`config.mk`:
```
export PLATFORM = sky130hd
export DESIGN_NAME = instr_prefetch_queue
export DESIGN_NICKNAME = d
export VERILOG_FILES = /design/src/rtl/eu_pkg.sv /design/src/rtl/byte_ring.sv /design/src/rtl/instr_prefetch_queue.sv
export SDC_FILE = /design/constraint.sdc
export NUM_CORES = 1
export LEC_CHECK = 0
export BUFFER_PORTS_ARGS = -buffer_cell sky130_fd_sc_hd__buf_2
export CAP_MARGIN = 20
export CORE_UTILIZATION = 58
export DETAILED_ROUTE_END_ITERATION = 8
export PLACE_DENSITY = 0.81
export SKIP_LAST_GASP = 1
export SLEW_MARGIN = 25
export SYNTH_ARGS = -nofsm -noshare
export SYNTH_HDL_FRONTEND = slang
export SYNTH_HIERARCHICAL = 1
export SYNTH_SLANG_ARGS = --single-unit
```
`constraint.sdc`:
```
create_clock -name clk -period 7.1 [get_ports clk]
set_clock_uncertainty 0.2 [all_clocks]
set_input_delay 0 -clock clk [delete_from_list [all_inputs] [get_ports clk]]
set_output_delay 0 -clock clk [all_outputs]
set_load 0.005 [all_outputs]
```
`src/rtl/eu_pkg.sv`:
```
// Shared constants for the execution-unit front end (prefetch queue and its byte ring).
package eu_pkg;
   localparam int unsigned BYTE_W        = 8;
   localparam int unsigned DEF_DEPTH     = 6;
   localparam int unsigned DEF_WIN_BYTES = 4;
   localparam int unsigned DEF_IP_W      = 16;
endpackage

```
`src/rtl/byte_ring.sv`:
```
// Circular byte store: 1- or 2-byte write port, WIN_BYTES-wide read window at the read pointer.
// Pointers wrap modulo DEPTH, which need not be a power of two.
module byte_ring
   import eu_pkg::*;
#(
   parameter int unsigned DEPTH     = DEF_DEPTH,
   parameter int unsigned WIN_BYTES = DEF_WIN_BYTES
) (
   input  logic                              clk,
   input  logic                              reset,
   input  logic                              clear,
   input  logic                              push,
   input  logic                              push_two,
   input  logic [2*BYTE_W-1:0]               push_data,
   input  logic [$clog2(WIN_BYTES+1)-1:0]    pop_n,
   output logic [BYTE_W*WIN_BYTES-1:0]       window
);
   localparam int unsigned PTR_W = $clog2(DEPTH);

   logic [BYTE_W-1:0] mem_q [DEPTH];
   logic [PTR_W-1:0]  wr_ptr_q, wr_ptr_d;
   logic [PTR_W-1:0]  rd_ptr_q, rd_ptr_d;

   // n never exceeds DEPTH, so one conditional subtract is enough to wrap.
   function automatic logic [PTR_W-1:0] wrap_add(input logic [PTR_W-1:0] p,
                                                 input int unsigned n);
      int unsigned s;
      s = 32'(p) + n;
      if (s >= DEPTH) s = s - DEPTH;
      return PTR_W'(s);
   endfunction

   always_comb begin
      wr_ptr_d = wr_ptr_q;
      rd_ptr_d = wrap_add(rd_ptr_q, 32'(pop_n));
      if (push) wr_ptr_d = wrap_add(wr_ptr_q, push_two ? 2 : 1);
   end

   always_ff @(posedge clk) begin
      if (reset || clear) begin
         wr_ptr_q <= '0;
         rd_ptr_q <= '0;
      end else begin
         wr_ptr_q <= wr_ptr_d;
         rd_ptr_q <= rd_ptr_d;
      end
   end

   always_ff @(posedge clk) begin
      if (push) begin
         mem_q[wr_ptr_q] <= push_data[BYTE_W-1:0];
         if (push_two) mem_q[wrap_add(wr_ptr_q, 1)] <= push_data[2*BYTE_W-1:BYTE_W];
      end
   end

   always_comb begin
      window = '0;
      for (int unsigned i = 0; i < WIN_BYTES; i++) begin
         window[i*BYTE_W +: BYTE_W] = mem_q[wrap_add(rd_ptr_q, i)];
      end
   end
endmodule

```
`src/rtl/instr_prefetch_queue.sv`:
```
// Instruction prefetch queue: fetch control, IP tracking and sticky error around a byte ring.
// Optional high-water mark on max_count when QUEUE_STATS_EN is defined.
module instr_prefetch_queue
   import eu_pkg::*;
#(
   parameter int unsigned DEPTH     = DEF_DEPTH,
   parameter int unsigned WIN_BYTES = DEF_WIN_BYTES,
   parameter int unsigned IP_W      = DEF_IP_W
) (
   input  logic                              clk,
   input  logic                              reset,
   input  logic                              flush,
   input  logic [IP_W-1:0]                   flush_ip,
   output logic                              fetch_req,
   output logic [IP_W-1:0]                   fetch_ip,
   output logic [1:0]                        fetch_bytes,
   input  logic                              fill_valid,
   input  logic [2*BYTE_W-1:0]               fill_data,
   input  logic [$clog2(WIN_BYTES+1)-1:0]    pop_bytes,
   output logic [BYTE_W*WIN_BYTES-1:0]       win_data,
   output logic [$clog2(DEPTH+1)-1:0]        count,
   output logic [IP_W-1:0]                   exec_ip,
   output logic                              err,
   output logic [$clog2(DEPTH+1)-1:0]        max_count
);
   localparam int unsigned CNT_W = $clog2(DEPTH+1);
   localparam int unsigned POP_W = $clog2(WIN_BYTES+1);
   localparam logic [CNT_W-1:0] DEPTH_C = CNT_W'(DEPTH);

   logic [CNT_W-1:0] count_q, count_d;
   logic [IP_W-1:0]  fetch_ip_q, fetch_ip_d;
   logic [IP_W-1:0]  exec_ip_q, exec_ip_d;
   logic             err_q, err_d;
   logic [CNT_W-1:0] fb_ext, cnt_after_pop;
   logic [POP_W-1:0] pop_eff;
   logic             pop_ok, fill_ok;
   logic [BYTE_W*WIN_BYTES-1:0] window;

   assign fetch_bytes = fetch_ip_q[0] ? 2'd1 : 2'd2;
   assign fb_ext      = CNT_W'(fetch_bytes);
   assign fetch_req   = ((DEPTH_C - count_q) >= fb_ext) && !flush;

   // Pop is resolved first so a fill may use the space it frees.
   always_comb begin
      pop_ok        = CNT_W'(pop_bytes) <= count_q;
      pop_eff       = pop_ok ? pop_bytes : '0;
      cnt_after_pop = count_q - CNT_W'(pop_eff);
      fill_ok       = fill_valid && ((DEPTH_C - cnt_after_pop) >= fb_ext);
      count_d       = cnt_after_pop + (fill_ok ? fb_ext : '0);
      fetch_ip_d    = fill_ok ? fetch_ip_q + IP_W'(fetch_bytes) : fetch_ip_q;
      exec_ip_d     = exec_ip_q + IP_W'(pop_eff);
      err_d         = err_q || !pop_ok || (fill_valid && !fill_ok);
      if (flush) begin
         count_d    = '0;
         fetch_ip_d = flush_ip;
         exec_ip_d  = flush_ip;
         err_d      = err_q;
      end
   end

   always_ff @(posedge clk) begin
      if (reset) begin
         count_q    <= '0;
         fetch_ip_q <= '0;
         exec_ip_q  <= '0;
         err_q      <= 1'b0;
      end else begin
         count_q    <= count_d;
         fetch_ip_q <= fetch_ip_d;
         exec_ip_q  <= exec_ip_d;
         err_q      <= err_d;
      end
   end

   byte_ring #(
      .DEPTH     (DEPTH),
      .WIN_BYTES (WIN_BYTES)
   ) u_ring (
      .clk       (clk),
      .reset     (reset),
      .clear     (flush),
      .push      (fill_ok && !flush),
      .push_two  (fetch_bytes == 2'd2),
      .push_data (fill_data),
      .pop_n     (pop_eff),
      .window    (window)
   );

   // Bytes beyond count hold stale data and are masked to zero.
   always_comb begin
      win_data = '0;
      for (int i = 0; i < int'(WIN_BYTES); i++) begin
         if (i < int'(count_q)) win_data[i*BYTE_W +: BYTE_W] = window[i*BYTE_W +: BYTE_W];
      end
   end

`ifdef QUEUE_STATS_EN
   logic [CNT_W-1:0] max_q;
   always_ff @(posedge clk) begin
      if (reset) max_q <= '0;
      else if (count_d > max_q) max_q <= count_d;
   end
   assign max_count = max_q;
`else
   assign max_count = '0;
`endif

   assign count    = count_q;
   assign fetch_ip = fetch_ip_q;
   assign exec_ip  = exec_ip_q;
   assign err      = err_q;
endmodule

```
==> impl_metrics.env <==
export IMPL_status="finished, final reports clean"
export IMPL_ir_drop_mv=0.137
export IMPL_hold_viol=0
export IMPL_drt_iter0_markers=680
export IMPL_crit_buf_inv=3
export IMPL_grt_pass1_wl_mm=31.3
export IMPL_grt_util_all_layers_pct=31.7
export IMPL_clk_latency_ns=0.35
export IMPL_final_setup_tns_ns=0
export IMPL_synthMuxAreaShare_pct=21.8
export IMPL_syn_area_per_cell_sq_um=9.57
export IMPL_use_met3_pct=5.83
export IMPL_use_met1_pct=42.6
export IMPL_seq_area_frac_synth_pct=32.2
export IMPL_setup_ws_ns=0.532
export IMPL_cts_tree="built"
export IMPL_ant_nets=0
export IMPL_design_area_sq_mm=0.00845
export IMPL_dr_pass1_iters=5
export IMPL_fin_nets=945
export IMPL_hpwl_mm=14.1
export IMPL_wl_per_cell_microns=19.3
export IMPL_end_kind="flip-flop"
export IMPL_synth_area_sq_mm=0.00708
export IMPL_dieArea_sq_mm=0.0127
export IMPL_ys_ff_latch=90
export IMPL_critPathSlowestCell="dfxtp_1"
export IMPL_r2r_start="count[2]"
export IMPL_post_route_util_pct=72.5
export IMPL_min_delay_start="flush"
export IMPL_p_clk_share_pct=24.6
export IMPL_synth_compound_area_share_pct=14.5
export IMPL_p_sw_share_pct=36.9
export IMPL_worstSetupStartpointType="flip-flop"
export IMPL_period_minus_slack_ns=6.57
export IMPL_cp_top_family="simple AND/OR/NAND/NOR gates"
export IMPL_synthesis_instances=740
export IMPL_place_ws_ns=1.12
export IMPL_gp_congestion=0.897
export IMPL_rows=39
export IMPL_yosysWarnings=6
export IMPL_htreeDepth=3
export IMPL_cts_setup_buffers=0
export IMPL_critPathKind="reg2reg"
export IMPL_whs_path_depth=2
export IMPL_critPathRequiredTime_ns=6.99
export IMPL_drive_gt1_share_pct=24.7
export IMPL_cts_root_buffer_cell="clkbuf_16"
export IMPL_p_comb_share_pct=44.3
export IMPL_p_per_area_mw_per_mm2=253
export IMPL_path_common_cell="ha_1"
export IMPL_ios=113
export IMPL_internal_power_w=0.00135
export IMPL_synthTopCellsByArea="edfxtp_1, dfxtp_1, mux2i_1"
export IMPL_synth_top_area_cell="edfxtp_1"
export IMPL_grt_busiest_layer="met2"
export IMPL_ys_async_sr_fraction_pct=0
export IMPL_diodes=0
export IMPL_p_seq_share_pct=31.1
export IMPL_min_path_type="in2reg"
export IMPL_synth_cell_types=68
export IMPL_power_switching_w=0.000791
export IMPL_drv_cap=0
export IMPL_yosys_area_share_xor_xnor_pct=3.43
export IMPL_synth_top_family_by_area="multiplexers"
export IMPL_drc=0
export IMPL_r2r_slack_ns=0.53
export IMPL_synthFlopType="edfxtp_1"
export IMPL_postPlaceCellArea_sq_mm=0.00762
export IMPL_syn_to_final_growth_pct=19.4
export IMPL_synth_edf_count=48
export IMPL_drt_total_wl_mm=19.6
export IMPL_whs_endpoint="u_ring/wr_ptr_q[2]"
export IMPL_grt_max_degree=67
export IMPL_worst_path_max_fanout=15
export IMPL_numCtsBuffers=9
export IMPL_rsz0062_at_grt="no"
export IMPL_die_w_microns=113
export IMPL_use_met2_pct=51.7
export IMPL_start_util_pct=60.7
export IMPL_core_area_sq_mm=0.0117
export IMPL_worstPathCellList="inv_1 > ha_1 > and3_1 > nor3_1 > nor2_1 > ha_1 > inv_1 > fa_1 > ha_1 > xor2_1 > and3_4 > o21ai_1 > nand2_1 > nor2_1 > nand3_1 > a21oi_2 > mux2_2 > dlygate4sd3_1"
export IMPL_final_cell_mix="buf_2, mux2i_1, mux2_2, dlygate4sd3_1, edfxtp_1"
export IMPL_slowest_delay_ns=0.64
export IMPL_leakagePower_nw=3.44
export IMPL_synth_top_area_share_pct=20.4
export IMPL_port_buffers=109
export IMPL_fin_hold_ws_ns=0.0724
export IMPL_slew_violations=0
export IMPL_max_slew_margin_pct=30.1
export IMPL_reg2reg_to="u_ring/mem_q[4][6]"
export IMPL_cts_sinks=90
export IMPL_synth_adder_area_share_pct=6.71
export IMPL_layout_commonest_cell="buf_2"
export IMPL_synth_simple_area_share_pct=16.2
export IMPL_fmax_ghz=0.152
export IMPL_cp_data_arrival_time_ns=6.46
export IMPL_grt_antenna_before_repair=0
export IMPL_grt_pass1_vias=6050
export IMPL_clk_pin_slew_ns=0.06
export IMPL_die_h_microns=113
export IMPL_drt_vias_per_instance=6.32
export IMPL_cts_path_max_buffers=2
export IMPL_r2r_cells=18
export IMPL_grt_ovfl_total=0
export IMPL_timing_final_crit_share_pct=92.5
export IMPL_setup_violations=0
export IMPL_tightest_slew_ns=1.04
export IMPL_vias=6437
through the flow:
stage	total power, W	instances
after detailed placement	0.00158	955
final	0.00214	1019
after global placement	0.00155	955
after global routing	0.00226	1019
after CTS	0.00213	1019
after floorplan	0.00134	742
synth_stat cells (all sizes together) (14+ instances only):
library cell  instances
mux2                 63
nand2                39
inv                  40
o21ai                24
dfxtp                42
nor2                 41
xnor2                14
a211oi               17
nor3                 19
edfxtp               48
mux2i                79
ha                   30
buf                  22
a21oi                38
clkbuf               19
nand3                25
nor2b                33
how the worst max path moves through the flow:
stage                         endpoint  slack [ns]  cells after the start      from
CTS                 u_ring/mem_q[0][0]        0.64                     18  count[2]
detailed placement  u_ring/mem_q[2][7]        1.12                     16  count[2]
floorplan           u_ring/mem_q[2][0]        2.16                     18  count[2]
global route        u_ring/mem_q[5][5]        0.08                     18  count[2]
global placement    u_ring/mem_q[3][6]        1.47                     17  count[2]
finish              u_ring/mem_q[4][6]        0.53                     18  count[2]
cells by family (layout without fill, tap and decap cells):
logic type               after synthesis  count (layout)
AND/OR/NAND/NOR                      213             213
flip-flops                            90              90
buffers and inverters                 81             215
AO/OA/AOI/OAI                        150             150
XOR/XNOR                              26              26
other                                  1               3
multiplexers                         144             144
adder cells (fa/ha/maj)               35              35
metal layers:
metal | up-vias | share of wire [%]
li1 | 2985 | -
met1 | 3116 | 44
met2 | 299 | 47
met3 | 37 | 7.2
met4 | 0 | 2.2
met5 | - | 0
area by class of cell:
type	instances	area (sq um)
Fill cell	867	3210
Sequential cell	90	2280
Clock buffer	14	297
Tap cell	143	179
Timing Repair Buffer	159	1040
Clock inverter	2	38.8
Inverter	40	150
Multi-Input combinational cell	571	4460
power groups by stage:
stage	Clock [W]	Sequential (W)	Combinational, W
after floorplan	0	0.000653	0.000688
after global placement	0	0.000671	0.000877
after detailed placement	0	0.000675	0.000907
after CTS	0.000530	0.000664	0.000936
after global routing	0.000557	0.000672	0.00104
final	0.000527	0.000667	0.000949
sequential cells by signal, summed over array words and instances (netlist names):
signal           count
err                  1
exec_ip             16
u_ring/rd_ptr_q      3
u_ring/wr_ptr_q      3
u_ring/mem_q        48
count                3
fetch_ip            16
what timing repair did:
item | CTS | global route
hold buffers | 48 | 0
resized for setup | 0 | 0
endpoints found under the hold margin | 82 | 0
Note: power is estimated with default switching activity, not from simulation.
